--- src/rtl/vin_pkg.sv ---
// Shared constants and types for the DPI RGB-to-grayscale packing path.
package vin_pkg;

    localparam int DEF_LUMA_R     = 77;
    localparam int DEF_LUMA_G     = 150;
    localparam int DEF_LUMA_B     = 29;
    localparam int WORD_W         = 64;
    localparam int PIX_PER_WORD   = 8;
    localparam int PAIRS_PER_WORD = PIX_PER_WORD / 2;
    localparam int ENTRY_W        = WORD_W + 2;
    localparam int LINE_CNT_W     = 11;

    typedef enum logic [1:0] {
        IDLE  = 2'd0,
        PACK  = 2'd1,
        FLUSH = 2'd2
    } pack_state_t;

    typedef struct packed {
        logic              sof;
        logic              eol;
        logic [WORD_W-1:0] data;
    } fifo_entry_t;

endpackage

--- src/rtl/sync_fifo_fwft.sv ---
// First-word fall-through synchronous FIFO; a push into a full FIFO is accepted
// only when a pop frees a slot in the same cycle.
module sync_fifo_fwft #(
    parameter int DEPTH = 4,
    parameter int WIDTH = 66
) (
    input  logic             clk,
    input  logic             rst,
    input  logic             push,
    input  logic [WIDTH-1:0] wr_data,
    input  logic             pop,
    output logic [WIDTH-1:0] rd_data,
    output logic             empty,
    output logic             full
);

    localparam int AW = (DEPTH > 1) ? $clog2(DEPTH) : 1;
    localparam logic [AW-1:0] PTR_ONE  = AW'(1);
    localparam logic [AW:0]   CNT_ONE  = (AW + 1)'(1);
    localparam logic [AW:0]   CNT_FULL = (AW + 1)'(DEPTH);

    logic [WIDTH-1:0] mem [DEPTH];
    logic [AW-1:0]    wr_ptr;
    logic [AW-1:0]    rd_ptr;
    logic [AW:0]      count;
    logic             do_push;
    logic             do_pop;

    assign empty   = (count == '0);
    assign full    = (count == CNT_FULL);
    assign do_pop  = pop && !empty;
    assign do_push = push && (!full || do_pop);
    // Head is forced to zero when empty so the output is clean after reset.
    assign rd_data = empty ? '0 : mem[rd_ptr];

    always_ff @(posedge clk) begin
        if (rst) begin
            wr_ptr <= '0;
            rd_ptr <= '0;
            count  <= '0;
        end else begin
            if (do_push) wr_ptr <= wr_ptr + PTR_ONE;
            if (do_pop)  rd_ptr <= rd_ptr + PTR_ONE;
            case ({do_push, do_pop})
                2'b10:   count <= count + CNT_ONE;
                2'b01:   count <= count - CNT_ONE;
                default: count <= count;
            endcase
        end
    end

    always_ff @(posedge clk) begin
        if (do_push) mem[wr_ptr] <= wr_data;
    end

endmodule

--- src/rtl/vin_gray_pack.sv ---
// Converts strobed RGB888 pixel pairs to 8-bit luma and packs eight pixels
// per 64-bit word with frame/line markers into an output FIFO.
module vin_gray_pack
    import vin_pkg::*;
#(
    parameter int OUT_DEPTH = 4,
    parameter int LUMA_R    = DEF_LUMA_R,
    parameter int LUMA_G    = DEF_LUMA_G,
    parameter int LUMA_B    = DEF_LUMA_B
) (
    input  logic                  clk,
    input  logic                  rst,
    input  logic                  v_vsync,
    input  logic                  v_hsync,
    input  logic                  v_pclk,
    input  logic                  v_de,
    input  logic [47:0]           v_pixel,
    output logic [WORD_W-1:0]     m_data,
    output logic                  m_sof,
    output logic                  m_eol,
    output logic                  m_valid,
    input  logic                  m_ready,
    output logic                  overflow,
    output logic [LINE_CNT_W-1:0] line_cnt
);

    localparam logic [8:0] W_R = 9'(LUMA_R);
    localparam logic [8:0] W_G = 9'(LUMA_G);
    localparam logic [8:0] W_B = 9'(LUMA_B);
    localparam logic [LINE_CNT_W-1:0] LINE_MAX = '1;

    function automatic logic [15:0] weight_mul(input logic [7:0] c, input logic [8:0] w);
        return {8'd0, c} * {7'd0, w};
    endfunction

    function automatic logic [7:0] luma_shift(input logic [15:0] r, input logic [15:0] g,
                                              input logic [15:0] b);
        return 8'((r + g + b) >> 8);
    endfunction

    // Line boundaries come from v_de alone, so hsync carries no information here.
    logic unused_hsync;
    assign unused_hsync = v_hsync;

    logic        de_q;
    logic        vs_q;
    logic        accept;
    logic        fall_now;
    logic        vs_rise;

    assign accept   = v_pclk && v_de;
    assign fall_now = de_q && !v_de;
    assign vs_rise  = v_pclk && v_vsync && !vs_q;

    always_ff @(posedge clk) begin
        if (rst) begin
            de_q <= 1'b0;
            vs_q <= 1'b0;
        end else begin
            de_q <= v_de;
            if (v_pclk) vs_q <= v_vsync;
        end
    end

    // Stage p0: weighted channel products for both pixels
    logic [15:0] prod_p0 [6];
    logic        vld_p0;
    logic        fall_p0;

    always_ff @(posedge clk) begin
        prod_p0[0] <= weight_mul(v_pixel[47:40], W_R);
        prod_p0[1] <= weight_mul(v_pixel[39:32], W_G);
        prod_p0[2] <= weight_mul(v_pixel[31:24], W_B);
        prod_p0[3] <= weight_mul(v_pixel[23:16], W_R);
        prod_p0[4] <= weight_mul(v_pixel[15:8],  W_G);
        prod_p0[5] <= weight_mul(v_pixel[7:0],   W_B);
    end

    always_ff @(posedge clk) begin
        if (rst) begin
            vld_p0  <= 1'b0;
            fall_p0 <= 1'b0;
        end else begin
            vld_p0  <= accept;
            fall_p0 <= fall_now && !vs_rise;
        end
    end

    // Stage p1: sum and shift; earlier pixel lands in the low byte
    logic [15:0] luma_p1;
    logic        vld_p1;
    logic        fall_p1;

    always_ff @(posedge clk) begin
        luma_p1 <= {luma_shift(prod_p0[3], prod_p0[4], prod_p0[5]),
                    luma_shift(prod_p0[0], prod_p0[1], prod_p0[2])};
    end

    always_ff @(posedge clk) begin
        if (rst) begin
            vld_p1  <= 1'b0;
            fall_p1 <= 1'b0;
        end else begin
            vld_p1  <= vld_p0 && !vs_rise;
            fall_p1 <= fall_p0 && !vs_rise;
        end
    end

    // Packer: consumes p1 pairs/falls, produces the p2 push
    pack_state_t       state_q, state_n;
    logic [1:0]        slot_q, slot_n;
    logic [WORD_W-1:0] word_q, word_n;
    logic [WORD_W-1:0] word_ins;
    logic [WORD_W-1:0] word_first;
    logic [WORD_W-1:0] push_word;
    logic              push_req;
    logic              push_eol;
    logic              eol_ahead;
    logic              sof_armed;

    always_comb begin
        word_ins = (slot_q == 2'd0) ? '0 : word_q;
        word_ins[{slot_q, 4'b0000} +: 16] = luma_p1;
        word_first = {48'd0, luma_p1};
        // A fall one or two cycles after the closing strobe marks the completed word as line end.
        eol_ahead = fall_p0 || fall_now;

        state_n   = state_q;
        slot_n    = slot_q;
        word_n    = word_q;
        push_req  = 1'b0;
        push_word = word_ins;
        push_eol  = 1'b0;

        case (state_q)
            IDLE: begin
                if (vld_p1) begin
                    word_n  = word_first;
                    slot_n  = 2'd1;
                    state_n = PACK;
                end
            end
            PACK: begin
                if (vld_p1) begin
                    word_n = word_ins;
                    if (slot_q == 2'(PAIRS_PER_WORD - 1)) begin
                        push_req = 1'b1;
                        push_eol = eol_ahead;
                        slot_n   = 2'd0;
                    end else begin
                        slot_n = slot_q + 2'd1;
                    end
                end else if (fall_p1) begin
                    state_n = (slot_q != 2'd0) ? FLUSH : IDLE;
                end
            end
            FLUSH: begin
                push_req  = 1'b1;
                push_word = word_q;
                push_eol  = 1'b1;
                slot_n    = 2'd0;
                state_n   = IDLE;
                if (vld_p1) begin
                    word_n  = word_first;
                    slot_n  = 2'd1;
                    state_n = PACK;
                end
            end
            default: state_n = IDLE;
        endcase

        if (vs_rise) begin
            state_n  = IDLE;
            slot_n   = 2'd0;
            push_req = 1'b0;
        end
    end

    always_ff @(posedge clk) begin
        if (rst) begin
            state_q   <= IDLE;
            slot_q    <= 2'd0;
            sof_armed <= 1'b0;
        end else begin
            state_q <= state_n;
            slot_q  <= slot_n;
            if (vs_rise)       sof_armed <= 1'b1;
            else if (push_req) sof_armed <= 1'b0;
        end
    end

    always_ff @(posedge clk) begin
        word_q <= word_n;
    end

    // Stage p2: registered FIFO write
    fifo_entry_t entry_p2;
    logic        push_p2;

    always_ff @(posedge clk) begin
        entry_p2 <= '{sof: sof_armed, eol: push_eol, data: push_word};
    end

    always_ff @(posedge clk) begin
        if (rst) push_p2 <= 1'b0;
        else     push_p2 <= push_req;
    end

    fifo_entry_t head;
    logic        fifo_empty;
    logic        fifo_full;
    logic        pop;

    assign m_valid = !fifo_empty;
    assign pop     = m_valid && m_ready;
    assign m_data  = head.data;
    assign m_sof   = head.sof;
    assign m_eol   = head.eol;

    sync_fifo_fwft #(
        .DEPTH (OUT_DEPTH),
        .WIDTH (ENTRY_W)
    ) u_fifo (
        .clk     (clk),
        .rst     (rst),
        .push    (push_p2),
        .wr_data (entry_p2),
        .pop     (pop),
        .rd_data (head),
        .empty   (fifo_empty),
        .full    (fifo_full)
    );

    logic [LINE_CNT_W-1:0] line_cnt_q;

    always_ff @(posedge clk) begin
        if (rst) begin
            overflow   <= 1'b0;
            line_cnt_q <= '0;
        end else begin
            if (push_p2 && fifo_full && !pop) overflow <= 1'b1;
            if (vs_rise)
                line_cnt_q <= '0;
            else if (fall_now && line_cnt_q != LINE_MAX)
                line_cnt_q <= line_cnt_q + 11'd1;
        end
    end

    assign line_cnt = line_cnt_q;

endmodule

--- config.mk ---
export PLATFORM = sky130hd
export DESIGN_NAME = vin_gray_pack
export DESIGN_NICKNAME = d
export VERILOG_FILES = /design/src/rtl/vin_pkg.sv /design/src/rtl/sync_fifo_fwft.sv /design/src/rtl/vin_gray_pack.sv
export SDC_FILE = /design/constraint.sdc
export NUM_CORES = 1
export LEC_CHECK = 0
export CAP_MARGIN = 25
export CORE_MARGIN = 2
export CORE_UTILIZATION = 56
export DETAILED_ROUTE_END_ITERATION = 10
export DONT_BUFFER_PORTS = 1
export GPL_TIMING_DRIVEN = 0
export PLACE_DENSITY = 0.73
export SYNTH_ARGS = -nofsm -noshare
export SYNTH_HDL_FRONTEND = slang
export SYNTH_SLANG_ARGS = --single-unit
--- constraint.sdc ---
create_clock -name clk -period 4.8 [get_ports clk]
set_input_delay 0.24 -clock clk [delete_from_list [all_inputs] [get_ports clk]]
set_output_delay 0.24 -clock clk [all_outputs]
set_load 0.01 [all_outputs]
==> flow_summary.toml <==
[place]
hpwl_um = 33600
place_ws_ns = 1.40
portBuffers = 0
routabilityCongestion = 0.832

[status]
status = "finished, final reports clean"

[synth]
synth_cell_types = 64
synthTopCellsByArea = "edfxtp_1 (39%), dfxtp_1 (16%), ha_1 (12%), fa_1 (6.1%), mux4_2 (5.9%)"
yosysSeqAreaShare_pct = 55.0
syn_area_mm2 = 0.0252
synth_area_leader_cell = "edfxtp_1"
synth_cells = 1810
syn_avg_cell_area_um2 = 13.9
yosysWarnings = 0
synth_ff_type = "edfxtp_1"
synthesis.nets = 2184
ys_seq_elements = 529
synth_top_area_share_pct = 39.0
synth_edf_count = 328
synth-async-reset-ratio_pct = 0

[die]
die_w_um = 216
die_y_um = 216
rows = 77
io_pins = 134
core_mm2 = 0.0443
initial_utilization_pct = 56.9
die_area_mm2 = 0.0468

[global_routing]
grt_antenna_before_repair = 0
overflow = 0
grt_pass1_vias = 14800
grt_pass1_wl_um = 77200
grt.total_usage_pct = 20.9
grt_max_degree = 59

[critical_path]
crit_type = "register to output port"
crit_chain = "buf_1, buf_4, mux4_2, and2_1"
required_ns = 4.56
cp_slowest_cell = "buf_1"
rr_worst_depth = 8
slowest_delay_ns = 0.69
r2r_slack_ns = 2.03
crit_arrival_ns = 2.85
timing.rr.start = "slot_q[0]"
end_kind = "output port"
r2r_end = "entry_p2[47]"
start_kind = "register"
crit_fanout = 10

[sta]
fin_setup_tns_ns = 0
layout_min_cycle_time_ns = 3.09
tightest_slew_ns = 0.901
hold_viol = 0
period_share_pct = 64.3
rsz0062_at_grt = "false"
setup_slack_ns = 1.71
slew_viol_final = 0
relSlewSlack_pct = 39.9
finClkSkew_ns = 0.0200
setup_violations = 0
fmax_mhz = 324

[final_layout]
num_antenna_cells = 0
final_core_util_pct = 63.9
nets = 2278
drive_gt1_share_pct = 10.4
area_growth_pct = 12.3

[hold_path]
holdPathEnd = "fall_p0"
hold_path.class = "input port to register"
worstHoldStart = "v_de"
whs_path_depth = 2

[power_and_ir_drop]
ir_drop_v = 0.000344
p_leak_nw = 11.2
p_per_area_mw_per_mm2 = 495

[clock_tree]
clock-sinks = 529
htreeDepth = 2
cts-root-buf = "clkbuf_16"
post_cts_buffers = 0
cts_buffer_depth = 3
cts.reportedPaths.clkPinSlew_ns = 0.06
clk_latency_ns = 0.60
cts_buffers = 52
cts_tree = "built"

[route]
vias_per_cell = 5.62
wire_per_inst_um = 18.8
vias = 14300
antenna_left = 0
first_iter_violations = 1008
drc = 0
dr.pass1.iters = 5
routed_wl_um = 47700

[flow_run]
maxCapViolCount = 0
## critical path: cells and delay by family, from the launching register on
kind	cells	cell delay (ns)
buffers and inverters	2	1.07
and+or+nand+nor	1	0.23
DFF	1	0.36
muxes	1	0.58
## state kept, by name (all words and copies together) (netlist names), 3 cells and up, named ones only
name and cells:
entry_p2 66, line_cnt 11, u_fifo.count 3, prod_p0 86
u_fifo.mem 264, word_q 64, luma_p1 16
## cells in the mapped netlist, types with 11 or more instances
| library cell | n |
|---|---|
| edfxtp_1 | 328 |
| ha_1 | 242 |
| dfxtp_1 | 201 |
| inv_1 | 155 |
| nor2_1 | 109 |
| a22o_1 | 80 |
| fa_1 | 77 |
| and2_1 | 74 |
| a21oi_1 | 67 |
| mux4_2 | 66 |
| xnor2_1 | 51 |
| a22oi_1 | 48 |
| clkbuf_1 | 40 |
| xor2_1 | 32 |
| a21o_1 | 24 |
| nand2_1 | 23 |
| nor3_1 | 13 |
| buf_1 | 12 |
| o21ai_1 | 12 |
| clkbuf_2 | 11 |
| nand3_1 | 11 |
## per-layer routing
layer  vias up  GRT usage (%)  part of all wire, %
met2       361           36.6                   50
met5         -              0                    0
met1      7056           26.8                   42
met4         0           5.21                  2.0
li1       6782              -                    -
met3        65           3.94                  5.6
## worst max-delay path by stage
stage | from | end | slack (ns) | cells past startpoint
5_1_grt | register | m_data[27] | 1.51 | 4
2_1_floorplan | state_q[1] | word_q[0] | 0.37 | 5
4_1_cts | register | m_data[25] | 1.60 | 4
3_3_place_gp | state_q[1] | word_q[44] | -1.05 | 5
6_report | register | m_data[25] | 1.71 | 4
3_5_place_dp | v_pixel[20] | prod_p0[3][13] | 1.40 | 13
## cell type report
cell class	instances	area, um2
sequential	529	13900
clock inverter	31	399
clock buffer	66	1450
tap	592	741
timing repair buffer	40	490
fill	3268	16000
buffer	73	310
inverter	157	589
multi-input combinational	1051	10500
## report_power, final
group          internal (mW)  switching, mW
Combinational           1.86           2.23
Clock                   2.58           1.68
Sequential              5.43          0.259
Total                   9.87           4.16
## logic make-up (layout without fill, tap and decap cells)
kind of cell | count (synthesis) | count (layout) | synth area share (%)
flip-flops | 529 | 529 | 55.0
XOR/XNOR | 83 | 83 | 2.88
adder cells (fa/ha/maj) | 319 | 319 | 18.1
multiplexers | 70 | 70 | 6.05
buffers and inverters | 230 | 367 | 3.57
AND/OR/NAND/NOR | 288 | 288 | 5.85
AO/OA/AOI/OAI | 291 | 291 | 8.56
## cell usage in the layout (no fill, tap or decap), types with 5 or more instances in the layout
cell type,n
or2_2,7
and2_1,70
dlygate4sd3_1,34
clkbuf_1,48
dfxtp_1,201
clkinv_1,7
a21o_1,24
a2111oi_0,5
nand2b_1,7
nor3_1,13
ha_1,242
nand2_1,23
a21oi_1,66
and3_1,8
o21ai_1,12
edfxtp_1,328
nor2b_1,9
mux4_2,66
bufinv_16,8
buf_1,12
fa_1,77
nor2_1,109
a22oi_1,48
o21ai_0,6
clkbuf_2,11
clkinv_2,11
a31oi_1,5
o21bai_1,8
xnor2_1,51
clkbuf_16,55
a22o_1,80
inv_1,155
nand4_1,9
nand3_1,11
buf_2,6
xor2_1,32
## what timing repair did
item / 4_1_cts / 5_1_grt
gates resized for setup: 0 / 0
hold buffers: 34 / 0
hold endpoints to repair: 34 / 0
setup endpoints to repair: 0 / 0
## stage by stage
stage | power (mW) | cell area, um2 | hold slack, ns | cells
6_report | 14.0 | 28300 | 0.0235 | 2539
5_1_grt | 15.0 | 28300 | 0.0277 | 2539
4_1_cts | 14.2 | 28300 | 0.00630 | 2539
3_5_place_dp | 9.85 | 26100 | 0.268 | 2408
3_3_place_gp | 9.72 | 26000 | 0.268 | 2402
2_1_floorplan | 8.90 | 25200 | 0.268 | 1810
Power figures use the tool's default switching activity.
